## src/rtl/exec_unit.sv

```systemverilog
// rtl/exec_unit.sv - execute stage: single-cycle ALU, iterative shift-add multiplier, Z/C/N flags
module exec_unit #(
    parameter int WIDTH = 8,
    parameter int AW    = 3
) (
    input  logic             clka,
    input  logic             reset_n_in,
    input  logic             valid_in,
    output logic             ready_out,
    input  logic [3:0]       opcode_in,
    input  logic [WIDTH-1:0] sr1_data_in,
    input  logic [WIDTH-1:0] sr2_data_in,
    input  logic [WIDTH-1:0] imm_in,
    input  logic [AW-1:0]    rd_in,
    output logic             we_reg_out,
    output logic [AW-1:0]    rd_out,
    output logic [WIDTH-1:0] data_out,
    output logic [2:0]       flags_out,
    output logic             busy_out
);
    localparam int CW = (WIDTH > 1) ? $clog2(WIDTH) : 1;

    typedef enum logic [1:0] {S_IDLE, S_MUL, S_WB} state_t;

    localparam logic [3:0] OP_ADD = 4'h0, OP_SUB = 4'h1, OP_AND = 4'h2, OP_OR  = 4'h3,
                           OP_XOR = 4'h4, OP_NOT = 4'h5, OP_SHL = 4'h6, OP_SHR = 4'h7,
                           OP_MUL = 4'h8, OP_MOV = 4'h9, OP_LDI = 4'hA, OP_CMP = 4'hB;

    state_t               state_q, state_d;
    logic                 we_q, we_d;
    logic [AW-1:0]        rd_q, rd_d, mrd_q, mrd_d;
    logic [WIDTH-1:0]     data_q, data_d;
    logic [2:0]           flags_q, flags_d;
    logic [2*WIDTH-1:0]   acc_q, acc_d, mcand_q, mcand_d;
    logic [WIDTH-1:0]     mplier_q, mplier_d;
    logic [CW-1:0]        cnt_q, cnt_d;

    logic                 accept;
    logic [WIDTH:0]       sum_ext, diff_ext;
    logic [WIDTH-1:0]     alu_res;
    logic                 alu_c, alu_write, alu_def;
    logic [2*WIDTH-1:0]   acc_step;

    assign ready_out  = (state_q != S_MUL);
    assign busy_out   = (state_q == S_MUL);
    assign accept     = valid_in & ready_out;
    assign we_reg_out = we_q;
    assign rd_out     = rd_q;
    assign data_out   = data_q;
    assign flags_out  = flags_q;

    assign sum_ext  = {1'b0, sr1_data_in} + {1'b0, sr2_data_in};
    assign diff_ext = {1'b0, sr1_data_in} - {1'b0, sr2_data_in};
    assign acc_step = acc_q + (mplier_q[0] ? mcand_q : '0);

    always_comb begin
        alu_res   = '0;
        alu_c     = 1'b0;
        alu_write = 1'b1;
        alu_def   = 1'b1;
        case (opcode_in)
            OP_ADD: begin alu_res = sum_ext[WIDTH-1:0];  alu_c = sum_ext[WIDTH];  end
            OP_SUB: begin alu_res = diff_ext[WIDTH-1:0]; alu_c = diff_ext[WIDTH]; end
            OP_AND: alu_res = sr1_data_in & sr2_data_in;
            OP_OR:  alu_res = sr1_data_in | sr2_data_in;
            OP_XOR: alu_res = sr1_data_in ^ sr2_data_in;
            OP_NOT: alu_res = ~sr1_data_in;
            OP_SHL: begin alu_res = {sr1_data_in[WIDTH-2:0], 1'b0}; alu_c = sr1_data_in[WIDTH-1]; end
            OP_SHR: begin alu_res = {1'b0, sr1_data_in[WIDTH-1:1]}; alu_c = sr1_data_in[0]; end
            OP_MOV: alu_res = sr1_data_in;
            OP_LDI: alu_res = imm_in;
            OP_CMP: begin
                alu_res   = diff_ext[WIDTH-1:0];
                alu_c     = diff_ext[WIDTH];
                alu_write = 1'b0;
            end
            default: begin
                // MUL is handled by the FSM; C-F are consumed silently
                alu_write = 1'b0;
                alu_def   = 1'b0;
            end
        endcase
    end

    always_comb begin
        state_d  = state_q;
        we_d     = 1'b0;
        rd_d     = rd_q;
        mrd_d    = mrd_q;
        data_d   = data_q;
        flags_d  = flags_q;
        acc_d    = acc_q;
        mcand_d  = mcand_q;
        mplier_d = mplier_q;
        cnt_d    = cnt_q;
        case (state_q)
            S_MUL: begin
                acc_d    = acc_step;
                mcand_d  = mcand_q << 1;
                mplier_d = mplier_q >> 1;
                cnt_d    = cnt_q + 1'b1;
                if (cnt_q == CW'(WIDTH - 1)) begin
                    state_d = S_WB;
                    we_d    = 1'b1;
                    rd_d    = mrd_q;
                    data_d  = acc_step[WIDTH-1:0];
                    flags_d = {acc_step[WIDTH-1:0] == '0,
                               acc_step[2*WIDTH-1:WIDTH] != '0,
                               acc_step[WIDTH-1]};
                end
            end
            default: begin
                if (accept) begin
                    if (opcode_in == OP_MUL) begin
                        state_d  = S_MUL;
                        acc_d    = '0;
                        cnt_d    = '0;
                        mcand_d  = {{WIDTH{1'b0}}, sr1_data_in};
                        mplier_d = sr2_data_in;
                        // rd_out keeps showing the previous result until the product lands
                        mrd_d    = rd_in;
                    end else begin
                        state_d = S_WB;
                        if (alu_write) begin
                            we_d   = 1'b1;
                            rd_d   = rd_in;
                            data_d = alu_res;
                        end
                        if (alu_def)
                            flags_d = {alu_res == '0, alu_c, alu_res[WIDTH-1]};
                    end
                end else begin
                    state_d = S_IDLE;
                end
            end
        endcase
    end

    always_ff @(posedge clka or negedge reset_n_in) begin
        if (!reset_n_in) begin
            state_q  <= S_IDLE;
            we_q     <= 1'b0;
            rd_q     <= '0;
            mrd_q    <= '0;
            data_q   <= '0;
            flags_q  <= '0;
            acc_q    <= '0;
            mcand_q  <= '0;
            mplier_q <= '0;
            cnt_q    <= '0;
        end else begin
            state_q  <= state_d;
            we_q     <= we_d;
            rd_q     <= rd_d;
            mrd_q    <= mrd_d;
            data_q   <= data_d;
            flags_q  <= flags_d;
            acc_q    <= acc_d;
            mcand_q  <= mcand_d;
            mplier_q <= mplier_d;
            cnt_q    <= cnt_d;
        end
    end
endmodule
```

## config.mk

```make
export PLATFORM = sky130hd
export DESIGN_NAME = exec_unit
export DESIGN_NICKNAME = d
export VERILOG_FILES = /design/src/rtl/exec_unit.sv
export SDC_FILE = /design/constraint.sdc
export NUM_CORES = 1
export LEC_CHECK = 0
export BUFFER_PORTS_ARGS = -buffer_cell sky130_fd_sc_hd__buf_2
export CORE_UTILIZATION = 35
export CTS_CLUSTER_SIZE = 12
export DETAILED_ROUTE_END_ITERATION = 12
export SYNTH_ARGS = -nofsm -noshare
export SYNTH_HDL_FRONTEND = slang
export SYNTH_SLANG_ARGS = --single-unit
```

## constraint.sdc

```tcl
create_clock -name clka -period 7.23 [get_ports clka]
set_input_delay 1.446 -clock clka [delete_from_list [all_inputs] [get_ports clka]]
set_output_delay 1.446 -clock clka [all_outputs]
set_load 0.02 [all_outputs]
```

# After elaboration in Yosys (flattened, before gate mapping)
# Index checks and enable logic that the tools add are counted.
# Widths: inputs -> output; s select.
# classes
n_addsub,4
n_eq_ne,16
muxes,41
bitwise,6
n_reduce_logical,15
# op_table
op,count
$mux 16,7
$pmux 8 s10,1
$mux 8,8
$mux 3,13
$add 16x16->16,1
$eq 4x3->1 const B,4
$eq 4x4->1 const B,4
$logic_not 8->1,2
$reduce_or 11->1,1
$reduce_or 10->1,1
$add 8x8->9,1
$sub 8x8->9,1
$and 8x8->8,1
$eq 4x2->1 const B,2
$mux 2,4
$not 8->8,1
$or 8x8->8,1
$reduce_and 4->1,2
$reduce_bool 2->1,4
$reduce_bool 8->1,1
$xor 8x8->8,1
$mux 1,7
$eq 4x1->1 const B,1
$logic_not 4->1,1
11 further kinds,12
# totals
register_bits,63
input_bits,34
output_inout_bits,17
elab_cells,92

# Longest topological paths before layout
# logic_depth
ltp_word,8
mapped_depth,11
ltp_nobuf,11

# Worst setup path before layout
# Ideal clock, no wire load.
# synth_timing
path_kind,input -> register
from,input port sr1_data_in[3]
to,"register flags_q[1], in the netlist flags_out[1]"
arrival_time_ns,3.486
required_ns,7.166
slack_ns,3.679
path_stages,11
cell_sequence,inv_1 -> ha_1 -> buf_2 -> nor2b_1 -> or3_1 -> a221oi_1 -> o21bai_1 -> a211o_1 -> a31o_1 -> a31oi_1 -> a211o_1
# synth_between
elab_chain_cells,6
# synth_rtl
element,line_no,rtl
start: declaration,11,"input logic [WIDTH-1:0] sr1_data_in,"
$sub 8x8->9 / $add 8x8->9 (equally long branches),"53, 52",
$pmux 1 s4 (*),61,case (opcode_in)
$mux 3 (*),129,if (alu_def)
$mux 3 (*),114,if (opcode_in == OP_MUL) begin
$mux 3 (*),113,if (accept) begin
$mux 3 (*),96,case (state_q)
end signal: assignment,157,flags_q <= flags_d;
end: declaration,33,"logic [2:0] flags_q, flags_d;"
# Mark *: on every way between the ends. The rest lies on a longest branch, timed or not. The select of a mux whose other input is x is not followed.
# A chain may end at the register's enable or synchronous reset.

# Worst setup path after layout
# layout_timing
from,input port opcode_in[3]
to,register acc_q[14]
# layout_between
elab_chain_cells,3
# layout_rtl
element,line_no,rtl
start: declaration,10,"input logic [3:0] opcode_in,"
$eq 4x4->1,114,
$reduce_bool 2->1 (no source line),n/a,
$reduce_and 2->1 (no source line),n/a,
end signal: assignment,147,acc_q <= '0;
end signal: assignment,158,acc_q <= acc_d;
end: declaration,34,"logic [2*WIDTH-1:0] acc_q, acc_d, mcand_q, mcand_d;"
# No other way between the ends.

==> reports/results.ini <==
[sta]
drv_slew = 0
fmax_mhz = 262
setup-violations-final = 0
final.setup.tns_ns = 0
worst_slew_pin_slew_ns = 0.960
fin_skew_ns = 0.00610
period_share = 0.529
slew_headroom = 0.358
finalHoldViolations = 0
rsz0062_at_grt = false
min_period_ns = 3.82

[clock_network]
cts.sinks = 63
cts_resized = 0
cts_buffers = 9
cts_max_level = 3
clockBufferDepth = 2
post_cts.repair.setup_buffers = 0
holdBufCountCts = 0
cts_tree = built
cts_root_buf = clkbuf_16
clk_pin_slew_worst_paths_ns = 0.05
clock_latency_ns = 0.33

[floorplan]
coreArea_um2 = 13800
fp.dieH_um = 121
fp.dieW_um = 121
die_area_um2 = 14600
rows = 43
start_util = 0.359
num_io_pins = 51

[pwr]
peakVddDrop_mv = 0.136
total_power_w = 0.00168
swShare = 0.392
power.density_nw_per_um2 = 298
seq_power_share = 0.332
internal_power_w = 0.00102
p_switching_w = 0.000657
combPwrFrac = 0.431
p_leak_nw = 2.61
p_clk_frac = 0.237

[layout]
nFillCells = 1384
seqCellArea_um2 = 1580
n_antenna_cell = 0
drive_gt1_frac = 0.138
layout_common_cells = nand2_1, dfrtp_1, o21ai_0
area_growth_pct = 13.5
multi_input_area_um2 = 3140
final_common_cell = nand2_1
layout.nets = 726

[hold_path]
min_from = data_out[0]
hold_depth = 2
holdCritPathClass = register to register
min_to = data_out[0]

[placed_design]
hpwl_um = 10800
place_congestion = 0.979
portBuffers = 50

[job]
cap_violations = 0

[yosys]
synth_top_area_cell = dfrtp_1
synth_edf_count = 0
yosysTopAreaCellShare = 0.318
syn_nets = 694
avgSynthCellArea_um2 = 8.05
synth_warnings = 0
async_reset_ff_frac = 1.00
synth-seq-area-share = 0.318
ys.flop_type = dfrtp_1
mappedNetlistArea_um2 = 4960
syn_inst = 616
yosys-top-cells-area = dfrtp_1, ha_1, nand2_1
ys_types = 66
synth_seq_cells = 63

[route]
ant_nets = 0
drt_iter0_drc = 318
wire_per_inst_um = 17.5
post-route-drc-count = 0
via_count = 4661
drtPass1Iterations = 5
via_per_inst = 5.60
finalWirelength_um = 14600

[worst_setup_path]
r2r_setup_slack_ns = 3.57
timing.rr.end = flags_out[1]
worstPathArrival_ns = 4.04
criticalPathCategory = input pin to register
rr_worst_depth = 10
r2r_start = mplier_q[0]
required_ns = 7.45
crit_fanout = 25
end_kind = register
start_kind = input pin
startpoint = opcode_in[3]

[grt]
grt_pass1_vias = 4599
grt_max_degree = 64
antenna_found_initial = 0
grt_first_pass_wirelength_um = 24100
overflow = 0
grt.total_usage = 0.210

[status]
outcome = completed

-- metal layers --
layer  GRT usage  up-vias  wire length (µm)
met5           0        -                 0
met4      0.0571        0               193
met3      0.0334       16               698
met2       0.339      123              6850
met1       0.288     2268              6820
li1            -     2254                 -
-- sequential cells by signal, indices dropped and copies added (netlist names) --
signal / flops
acc_q: 16
data_out: 8
flags_out: 3
mrd_q: 3
state_q: 2
rd_out: 3
mcand_q: 16
we_reg_out: 1
cnt_q: 3
mplier_q: 8
-- cells by family (layout without fill, tap and decap cells) --
| family | after synthesis | in the layout | share of synthesized area |
|---|---|---|---|
| and+or+nand+nor | 231 | 231 | 0.214 |
| AOI/OAI and AO/OA | 181 | 181 | 0.241 |
| buffers and inverters | 65 | 102 | 0.0495 |
| DFF | 63 | 63 | 0.318 |
| adders and majority gates | 44 | 44 | 0.116 |
| xor gates and xnor gates | 16 | 16 | 0.0283 |
| muxes | 16 | 16 | 0.0343 |
-- stage by stage --
stage                     hold WS (ns)  std cells  setup WS [ns]  utilization  area [µm²]
after floorplan                  0.452        616           3.68            -        4960
after global placement           0.458        817           3.08        0.387        5350
after detailed placement         0.466        817           3.12        0.387        5350
after CTS                        0.478        833           3.46        0.407        5630
after global routing             0.506        833           3.25        0.407        5630
final                            0.472        833           3.41        0.407        5630
-- how the worst max path moves through the flow --
| stage | end | cells after the start |
|---|---|---|
| final | acc_q[14] | 6 |
| after global placement | acc_q[14] | 6 |
| after CTS | acc_q[14] | 6 |
| after global routing | flags_out[2] | 11 |
| after detailed placement | acc_q[14] | 6 |
| after floorplan | flags_out[1] | 11 |
-- final cells by class --
cell class | instances | share of cell area
multi-input combinational | 488 | 0.558
timing repair buffer | 56 | 0.0525
tap | 180 | 0.0400
sequential | 63 | 0.280
clock buffer | 13 | 0.0463
clock inverter | 3 | 0.00311
inverter | 30 | 0.0200
-- cells in the mapped netlist, types with 6 or more instances --
master,n
xor2_1,6
o21ai_0,60
nor2b_1,10
inv_1,29
nor3_1,12
a31oi_1,24
a21oi_1,27
nand2_1,105
nand3_1,20
o211ai_1,7
mux2i_1,8
mux2_2,8
clkbuf_1,31
ha_1,41
nand2b_1,6
nor2_1,42
xnor2_1,10
a22oi_1,7
dfrtp_1,63
and2_1,17
-- worst max-delay path: stages --
cell	delay, ns
buf_2	0.42
nor2b_1	0.69
and3_1	0.62
buf_4	0.33
nor2_1	0.20
a22o_2	0.32
-- power by group through the flow --
stage | Clock, W | Sequential [W] | Combinational (W)
2_1_floorplan | 0 | 0.000553 | 0.000532
3_3_place_gp | 0 | 0.000556 | 0.000705
3_5_place_dp | 0 | 0.000560 | 0.000719
4_1_cts | 0.000407 | 0.000557 | 0.000721
5_1_grt | 0.000423 | 0.000573 | 0.000812
6_report | 0.000398 | 0.000557 | 0.000722
Power figures use the tool's default switching activity.
